### src/rtl/oric_ram_arbiter.sv
// oric_ram_arbiter: time-slot arbiter sharing one SRAM port between ULA video (phi1),
// the 6502 (phi2) and a host image loader that fills whichever slot is left unused.
`default_nettype none

module oric_ram_arbiter #(
    parameter int HALF_LEN = 12,
    parameter int RAM_LAT  = 2
) (
    input  logic        CLK_IN,
    input  logic        RESETn,
    input  logic        phase_start,
    input  logic        vid_req,
    input  logic [15:0] vid_addr,
    output logic [7:0]  vid_q,
    output logic        vid_valid,
    input  logic        cpu_req,
    input  logic        cpu_rw,
    input  logic [15:0] cpu_addr,
    input  logic [7:0]  cpu_do,
    output logic [7:0]  cpu_q,
    output logic        cpu_valid,
    input  logic        ld_req,
    input  logic [15:0] ld_addr,
    input  logic [7:0]  ld_data,
    output logic        ld_ack,
    output logic [15:0] ram_ad,
    output logic [7:0]  ram_d,
    input  logic [7:0]  ram_q,
    output logic        ram_cs,
    output logic        ram_oe,
    output logic        ram_we
);

    localparam int CNT_W  = $clog2(2 * HALF_LEN);
    localparam int WAIT_W = $clog2(RAM_LAT + 1);
    localparam logic [CNT_W-1:0]  CNT_MAX  = CNT_W'(2 * HALF_LEN - 1);
    localparam logic [CNT_W-1:0]  CNT_B    = CNT_W'(HALF_LEN);
    localparam logic [WAIT_W-1:0] WAIT_END = WAIT_W'(RAM_LAT - 1);

    typedef enum logic [2:0] {
        IDLE, A_SETUP, A_WAIT, A_DONE, B_SETUP, B_WAIT, B_DONE
    } state_t;

    typedef enum logic [1:0] {OWN_VID, OWN_CPU, OWN_LD} owner_t;

    state_t             state_q, state_d;
    owner_t             owner_q, owner_d;
    logic [CNT_W-1:0]   cnt_q, cnt_d;
    logic [WAIT_W-1:0]  wcnt_q, wcnt_d;
    logic               rd_q, rd_d;
    logic [15:0]        ad_q, ad_d;
    logic [7:0]         wd_q, wd_d;
    logic               cs_q, cs_d, oe_q, oe_d, we_q, we_d;
    logic [7:0]         vdat_q, vdat_d, cdat_q, cdat_d;
    logic               vval_q, vval_d, cval_q, cval_d, ack_q, ack_d;
    logic               slot_a, grant;

    always_ff @(posedge CLK_IN or negedge RESETn) begin
        if (!RESETn) begin
            state_q <= IDLE;
            owner_q <= OWN_VID;
            cnt_q   <= '0;
            wcnt_q  <= '0;
            rd_q    <= 1'b0;
            ad_q    <= '0;
            wd_q    <= '0;
            cs_q    <= 1'b0;
            oe_q    <= 1'b0;
            we_q    <= 1'b0;
            vdat_q  <= '0;
            cdat_q  <= '0;
            vval_q  <= 1'b0;
            cval_q  <= 1'b0;
            ack_q   <= 1'b0;
        end else begin
            state_q <= state_d;
            owner_q <= owner_d;
            cnt_q   <= cnt_d;
            wcnt_q  <= wcnt_d;
            rd_q    <= rd_d;
            ad_q    <= ad_d;
            wd_q    <= wd_d;
            cs_q    <= cs_d;
            oe_q    <= oe_d;
            we_q    <= we_d;
            vdat_q  <= vdat_d;
            cdat_q  <= cdat_d;
            vval_q  <= vval_d;
            cval_q  <= cval_d;
            ack_q   <= ack_d;
        end
    end

    always_comb begin
        state_d = state_q;
        owner_d = owner_q;
        wcnt_d  = wcnt_q;
        rd_d    = rd_q;
        ad_d    = ad_q;
        wd_d    = wd_q;
        cs_d    = cs_q;
        oe_d    = oe_q;
        we_d    = we_q;
        vdat_d  = vdat_q;
        cdat_d  = cdat_q;
        vval_d  = 1'b0;
        cval_d  = 1'b0;
        ack_d   = 1'b0;
        grant   = 1'b0;
        slot_a  = (state_q == A_SETUP) || (state_q == A_WAIT) || (state_q == A_DONE);

        if (phase_start)
            cnt_d = '0;
        else if (cnt_q != CNT_MAX)
            cnt_d = cnt_q + 1'b1;
        else
            cnt_d = cnt_q;

        // A new phi1 always wins: any access still in flight is abandoned silently.
        if (phase_start) begin
            state_d = A_SETUP;
            cs_d    = 1'b0;
            oe_d    = 1'b0;
            we_d    = 1'b0;
        end else begin
            case (state_q)
                IDLE: begin
                    if (cnt_d == CNT_B)
                        state_d = B_SETUP;
                end
                A_SETUP, B_SETUP: begin
                    if (slot_a ? vid_req : cpu_req) begin
                        grant   = 1'b1;
                        owner_d = slot_a ? OWN_VID : OWN_CPU;
                        rd_d    = slot_a ? 1'b1 : cpu_rw;
                        ad_d    = slot_a ? vid_addr : cpu_addr;
                        if (!slot_a && !cpu_rw)
                            wd_d = cpu_do;
                    end else if (ld_req) begin
                        grant   = 1'b1;
                        owner_d = OWN_LD;
                        rd_d    = 1'b0;
                        ad_d    = ld_addr;
                        wd_d    = ld_data;
                    end
                    cs_d    = grant;
                    oe_d    = grant && rd_d;
                    we_d    = grant && !rd_d;
                    wcnt_d  = '0;
                    state_d = !grant ? IDLE : (slot_a ? A_WAIT : B_WAIT);
                end
                A_WAIT, B_WAIT: begin
                    wcnt_d = wcnt_q + 1'b1;
                    if (wcnt_q == WAIT_END)
                        state_d = slot_a ? A_DONE : B_DONE;
                end
                A_DONE, B_DONE: begin
                    cs_d    = 1'b0;
                    oe_d    = 1'b0;
                    we_d    = 1'b0;
                    state_d = IDLE;
                    if (rd_q && owner_q == OWN_VID) begin
                        vdat_d = ram_q;
                        vval_d = 1'b1;
                    end else if (rd_q && owner_q == OWN_CPU) begin
                        cdat_d = ram_q;
                        cval_d = 1'b1;
                    end else if (!rd_q && owner_q == OWN_LD) begin
                        ack_d = 1'b1;
                    end
                end
                default: state_d = IDLE;
            endcase
        end
    end

    assign ram_ad    = ad_q;
    assign ram_d     = wd_q;
    assign ram_cs    = cs_q;
    assign ram_oe    = oe_q;
    assign ram_we    = we_q;
    assign vid_q     = vdat_q;
    assign vid_valid = vval_q;
    assign cpu_q     = cdat_q;
    assign cpu_valid = cval_q;
    assign ld_ack    = ack_q;

endmodule

`default_nettype wire
### config.mk
export PLATFORM = sky130hd
export DESIGN_NAME = oric_ram_arbiter
export DESIGN_NICKNAME = d
export VERILOG_FILES = /design/src/rtl/oric_ram_arbiter.sv
export SDC_FILE = /design/constraint.sdc
export NUM_CORES = 1
export LEC_CHECK = 0
export BUFFER_PORTS_ARGS = -buffer_cell sky130_fd_sc_hd__buf_4
export CORE_ASPECT_RATIO = 0.8
export CORE_MARGIN = 3
export CORE_UTILIZATION = 52
export DETAILED_ROUTE_END_ITERATION = 12
export PLACE_DENSITY = 0.94
export SLEW_MARGIN = 20
export SYNTH_ARGS = -nofsm -noshare
export SYNTH_HDL_FRONTEND = slang
export SYNTH_SLANG_ARGS = --single-unit
### constraint.sdc
create_clock -name CLK_IN -period 5.7 [get_ports CLK_IN]
set_clock_uncertainty 0.1 [all_clocks]
set_input_delay 0.57 -clock CLK_IN [delete_from_list [all_inputs] [get_ports CLK_IN]]
set_output_delay 0.57 -clock CLK_IN [all_outputs]
set_load 0.02 [all_outputs]
### After elaboration in Yosys (flattened, before gate mapping)

Cells that the tools add are included.

* register bits after elaboration: 59
* latch bits: 0
* bits in writable memories: 0
* bits in read-only memories: 0
* input bits: 79
* logic and storage cells: 107
* memories: 0

* add/subtract/negate cells: 2
* $mul: 0
* div/mod/pow operators: 0
* order comparisons: 0
* equal/unequal tests: 14
* shift operators: 0
* mux-type cells: 47
* bitwise gates (word level): 2
* reduce and logical (&&, ||, !) cells: 27

Operators by type and width (count)
* $mux W16: 3
* $mux W1: 26
* $mux W8: 3
* $mux W3: 6
* $mux W5: 2
* $eq A3 B3 Y1 const B: 3
* $pmux W3 S3: 1
* $reduce_and A4 Y1: 2
* $eq A3 B2 Y1 const B: 2
* $logic_and A1 B1 Y1: 6
* $ne A3 B3 Y1 const B: 2
* $pmux W1 S2: 3
* $reduce_and A2 Y1: 3
* $reduce_and A3 Y1: 2
* $reduce_or A2 Y1: 3
* $add A5 B1 Y5 const B: 1
* $eq A5 B4 Y1 const B: 1
* $ne A5 B5 Y1 const B: 1
* $eq A2 B1 Y1 const B: 2
* $logic_not A1 Y1: 4
* $mux W2: 2
* $pmux W2 S2: 1
* $reduce_bool A2 Y1: 2
* $eq A3 B1 Y1 const B: 1
* 8 further kinds: 10

### Logic depth before layout (Yosys ltp)

* depth in word-level cells: 11
* gate-level depth with buffers: 7
* depth with buffers taken out: 6

### Least setup slack after synthesis

Ideal clock, no wire load.

* path kind: register to register
* from: register state_q[1]
* to: register ad_q[6] (netlist: ram_ad[6])
* arrival time: 1768 ps
* required time: 5475 ps
* slack: 3707 ps
* cell stages (with the launch flop): 7
* path buffers: 2
* clock period less this slack: 1993 ps
* cells stage by stage: dfrtp_1 buf_4 o21ba_2 o22ai_4 buf_6 mux2_2 mux2_2

* cells in the longest elaborated chain, start to end: 6

RTL lines
* start: declaration: line 46 `state_t state_q, state_d;`
* start signal: assignment: line 76 `state_q <= state_d;`
* $eq A3 B1 Y1 / $eq A3 B2 Y1 (equally long branches): line 110, 126
* $logic_or A1 B1 Y1 (2 in series): line 110 `slot_a = (state_q == A_SETUP) || (state_q == A_WAIT) || (state_q == A_DONE);`
* $mux W1: line 132 `if (slot_a ? vid_req : cpu_req) begin`
* $reduce_bool A2 Y1 (no source line)
* $reduce_and A3 Y1 (no source line)
* end signal: assignment: line 65 `ad_q <= '0;`
* end signal: assignment: line 81 `ad_q <= ad_d;`
* end: declaration: line 51 `logic [15:0] ad_q, ad_d;`

Several ways; a longest one is shown, not always the timed one.
A chain may end at the register's enable or synchronous reset.

### Final worst setup path

* from: register state_q[1]
* to: register ad_q[0] (netlist: ram_ad[0])

The elaborated chain is that of the path after synthesis.

==> impl_metrics.toml <==
[floorplanning]
dieArea_sq_um = 6830
io_pins = 125
die_h_um = 74.5
die-width_um = 91.7
fp.coreArea_sq_um = 5560
initial_core_util = 0.550
rows = 24

[critical_path]
r2r.worst_path.cells = 4
path_max_fanout = 18
cp-end-kind = "flip-flop"
path_class = "reg2reg"
crit_required_ns = 5.82
cp-start-kind = "flip-flop"
critical_path_arrival_ns = 2.69
r2r_setup_slack_ns = 3.13
r2r-end = "ram_ad[0]"
worstReg2RegStart = "state_q[1]"

[final_layout]
multiInputGateArea_sq_um = 1490
antennaDiodeCount = 0
final_area_sq_um = 4210
nFillCells = 370
stdcell_count = 443
layout_common_cells = "124 x buf_4, 80 x mux2_2, 59 x dfrtp_1"
drive_above_1_share = 0.625
final_common_cell = "buf_4"
final_nets = 441
syn2layout_area_growth_pct = 37.8
regArea_sq_um = 1480

[run]
max_cap_viol_count = 0

[global_route]
grt_max_degree = 60
grt_pass1_wl_um = 11100
grt_usage = 0.210
antenna_found_initial = 0
grt.overflow.total = 0
grt_pass1_vias = 2445

[placed_design]
portBuffers = 124
place_congestion = 0.700
dpl.hpwl_um = 5250
dpl-instance-area_sq_um = 4010
dp.cells = 427

[synthesis]
ys_warn_count = 0
synth_mux_area_frac = 0.305
synth_edf_count = 0
synth_simple_gate_area_frac = 0.0779
syn_area_sq_um = 3050
synth_area_leaders = "dfrtp_1 48%, mux2_2 30%, buf_6 1.8%, a21o_1 1.5%, nor2_1 1.2%"
synth_top_area_cell = "dfrtp_1"
syn-num-nets = 316
ys_async_sr_fraction = 1.00
postSynthCellCount = 235
synth_cell_type_count = 42
synth_xor_area_frac = 0.0143
avgSynthCellArea_sq_um = 13.0
synth_compound_area_frac = 0.0799
ys_seq_elements = 59
ys_seq_area_frac = 0.484
synth-main-ff-cell = "dfrtp_1"
synth_fa_ha_area_frac = 0.00820
synth_top_family_by_area = "multiplexers"
synth_top_area_frac = 0.484

[power]
powerDensity_nw_per_um2 = 337
p_leak_nw = 2.06
ir_worst_vdd_mv = 0.273

[routing]
wire_per_inst_um = 15.9
routed_wl_um = 7050
vias = 2326
drc = 0
vias_per_cell = 5.25
drt_iter0_drc = 67
first_pass_iters = 4
ant_nets = 0

[clocking]
cts.sinks = 59
clock_tree.root_cell = "clkbuf_8"
post_cts_buffers = 0
h-tree-depth = 3
cts_tree = "built"
cts_buffer_depth = 2
clock_latency_ns = 0.33
cts_buffers = 9
postCtsHoldBufs = 0
cts_resized = 0
path_clk_slew_ns = 0.07

[timing]
finalSetupViolations = 0
slew_headroom = 0.394
worst_pin_slew_ns = 0.909
slew_viol_final = 0
hold_violations = 0
clock.fmax_ghz = 0.388
finalSetupTns_ns = 0
fin_crit_ns = 2.57
finalCritPeriodShare = 0.452
rsz0062_at_grt = "no"

[status]
status = "complete, no violations"

[worst_hold_path]
min_path_type = "in2async"
==> how the worst max path moves through the flow <==
stage,slack [ns],depth (start not counted),from,end
2_1_floorplan,3.71,6,state_q[1],ram_ad[6]
3_3_place_gp,3.22,4,state_q[1],ram_ad[6]
3_5_place_dp,3.09,4,state_q[1],ram_ad[0]
4_1_cts,3.07,4,state_q[1],ram_ad[0]
5_1_grt,2.92,4,state_q[1],ram_d[3]
6_report,3.13,4,state_q[1],ram_ad[0]
==> logic make-up after synthesis <==
| group | count (synthesis) |
|---|---|
| mux | 83 |
| flops | 59 |
| buf+inv | 14 |
| xor+xnor | 5 |
| compound gates | 29 |
| fa+ha+maj | 2 |
| simple gates | 43 |
==> critical path: stages, from the launching register on <==
cell and delay (ns):
dfrtp_1 0.59, o21bai_2 0.80, mux2_2 0.42, mux2_2 0.27, mux2_2 0.27
==> metrics by stage <==
step           hold slack (ns)  setup WS, ns   util  total power [mW]
6_report                 0.187          3.13  0.757              1.42
2_1_floorplan            0.174          3.71      -             0.835
3_3_place_gp             0.353          3.22  0.721              1.03
4_1_cts                  0.213          3.07  0.757              1.44
5_1_grt                  0.236          2.92  0.757              1.49
3_5_place_dp             0.357          3.09  0.721              1.05
==> power breakdown <==
part,total [mW],internal [mW],switching [mW]
logic,0.470,0.247,0.223
registers,0.568,0.510,0.0584
clock network,0.380,0.204,0.176
==> layer usage <==
metal  wire length, um  vias up  GRT usage
met5                 0        -          0
met4                51        0     0.0652
met3               645        7     0.0779
met2              3670       97      0.387
met1              2690     1112      0.230
li1                  -     1110          -
==> registers in the layout, indices dropped and copies added (netlist names), 2 cells and up <==
signal   count
wcnt_q       2
state_q      3
ram_d        8
vid_q        8
cpu_q        8
ram_ad      16
cnt_q        5
owner_q      2
==> Yosys cell counts (2+ instances only) <==
master / number
o21ai_0: 4
dfrtp_1: 59
xnor2_1: 3
a31oi_1: 2
a211oi_1: 2
or3_1: 2
o21bai_1: 2
nand3_1: 4
nor2_1: 10
nand2_1: 7
and2_1: 2
a21oi_1: 3
xor2_1: 2
mux2i_1: 3
nand2b_1: 4
buf_6: 5
inv_1: 4
nor3_1: 3
nor2b_1: 4
a21o_1: 6
mux2_2: 80
ha_1: 2
clkbuf_1: 3
==> layout make-up <==
class / instances / share of cell area
Tap cell: 78 / 0.0232
Multi-Input combinational cell: 162 / 0.353
Sequential cell: 59 / 0.351
Timing Repair Buffer: 124 / 0.221
Clock buffer: 9 / 0.0294
Clock inverter: 7 / 0.0184
Inverter: 4 / 0.00357
Power figures use the tool's default switching activity.
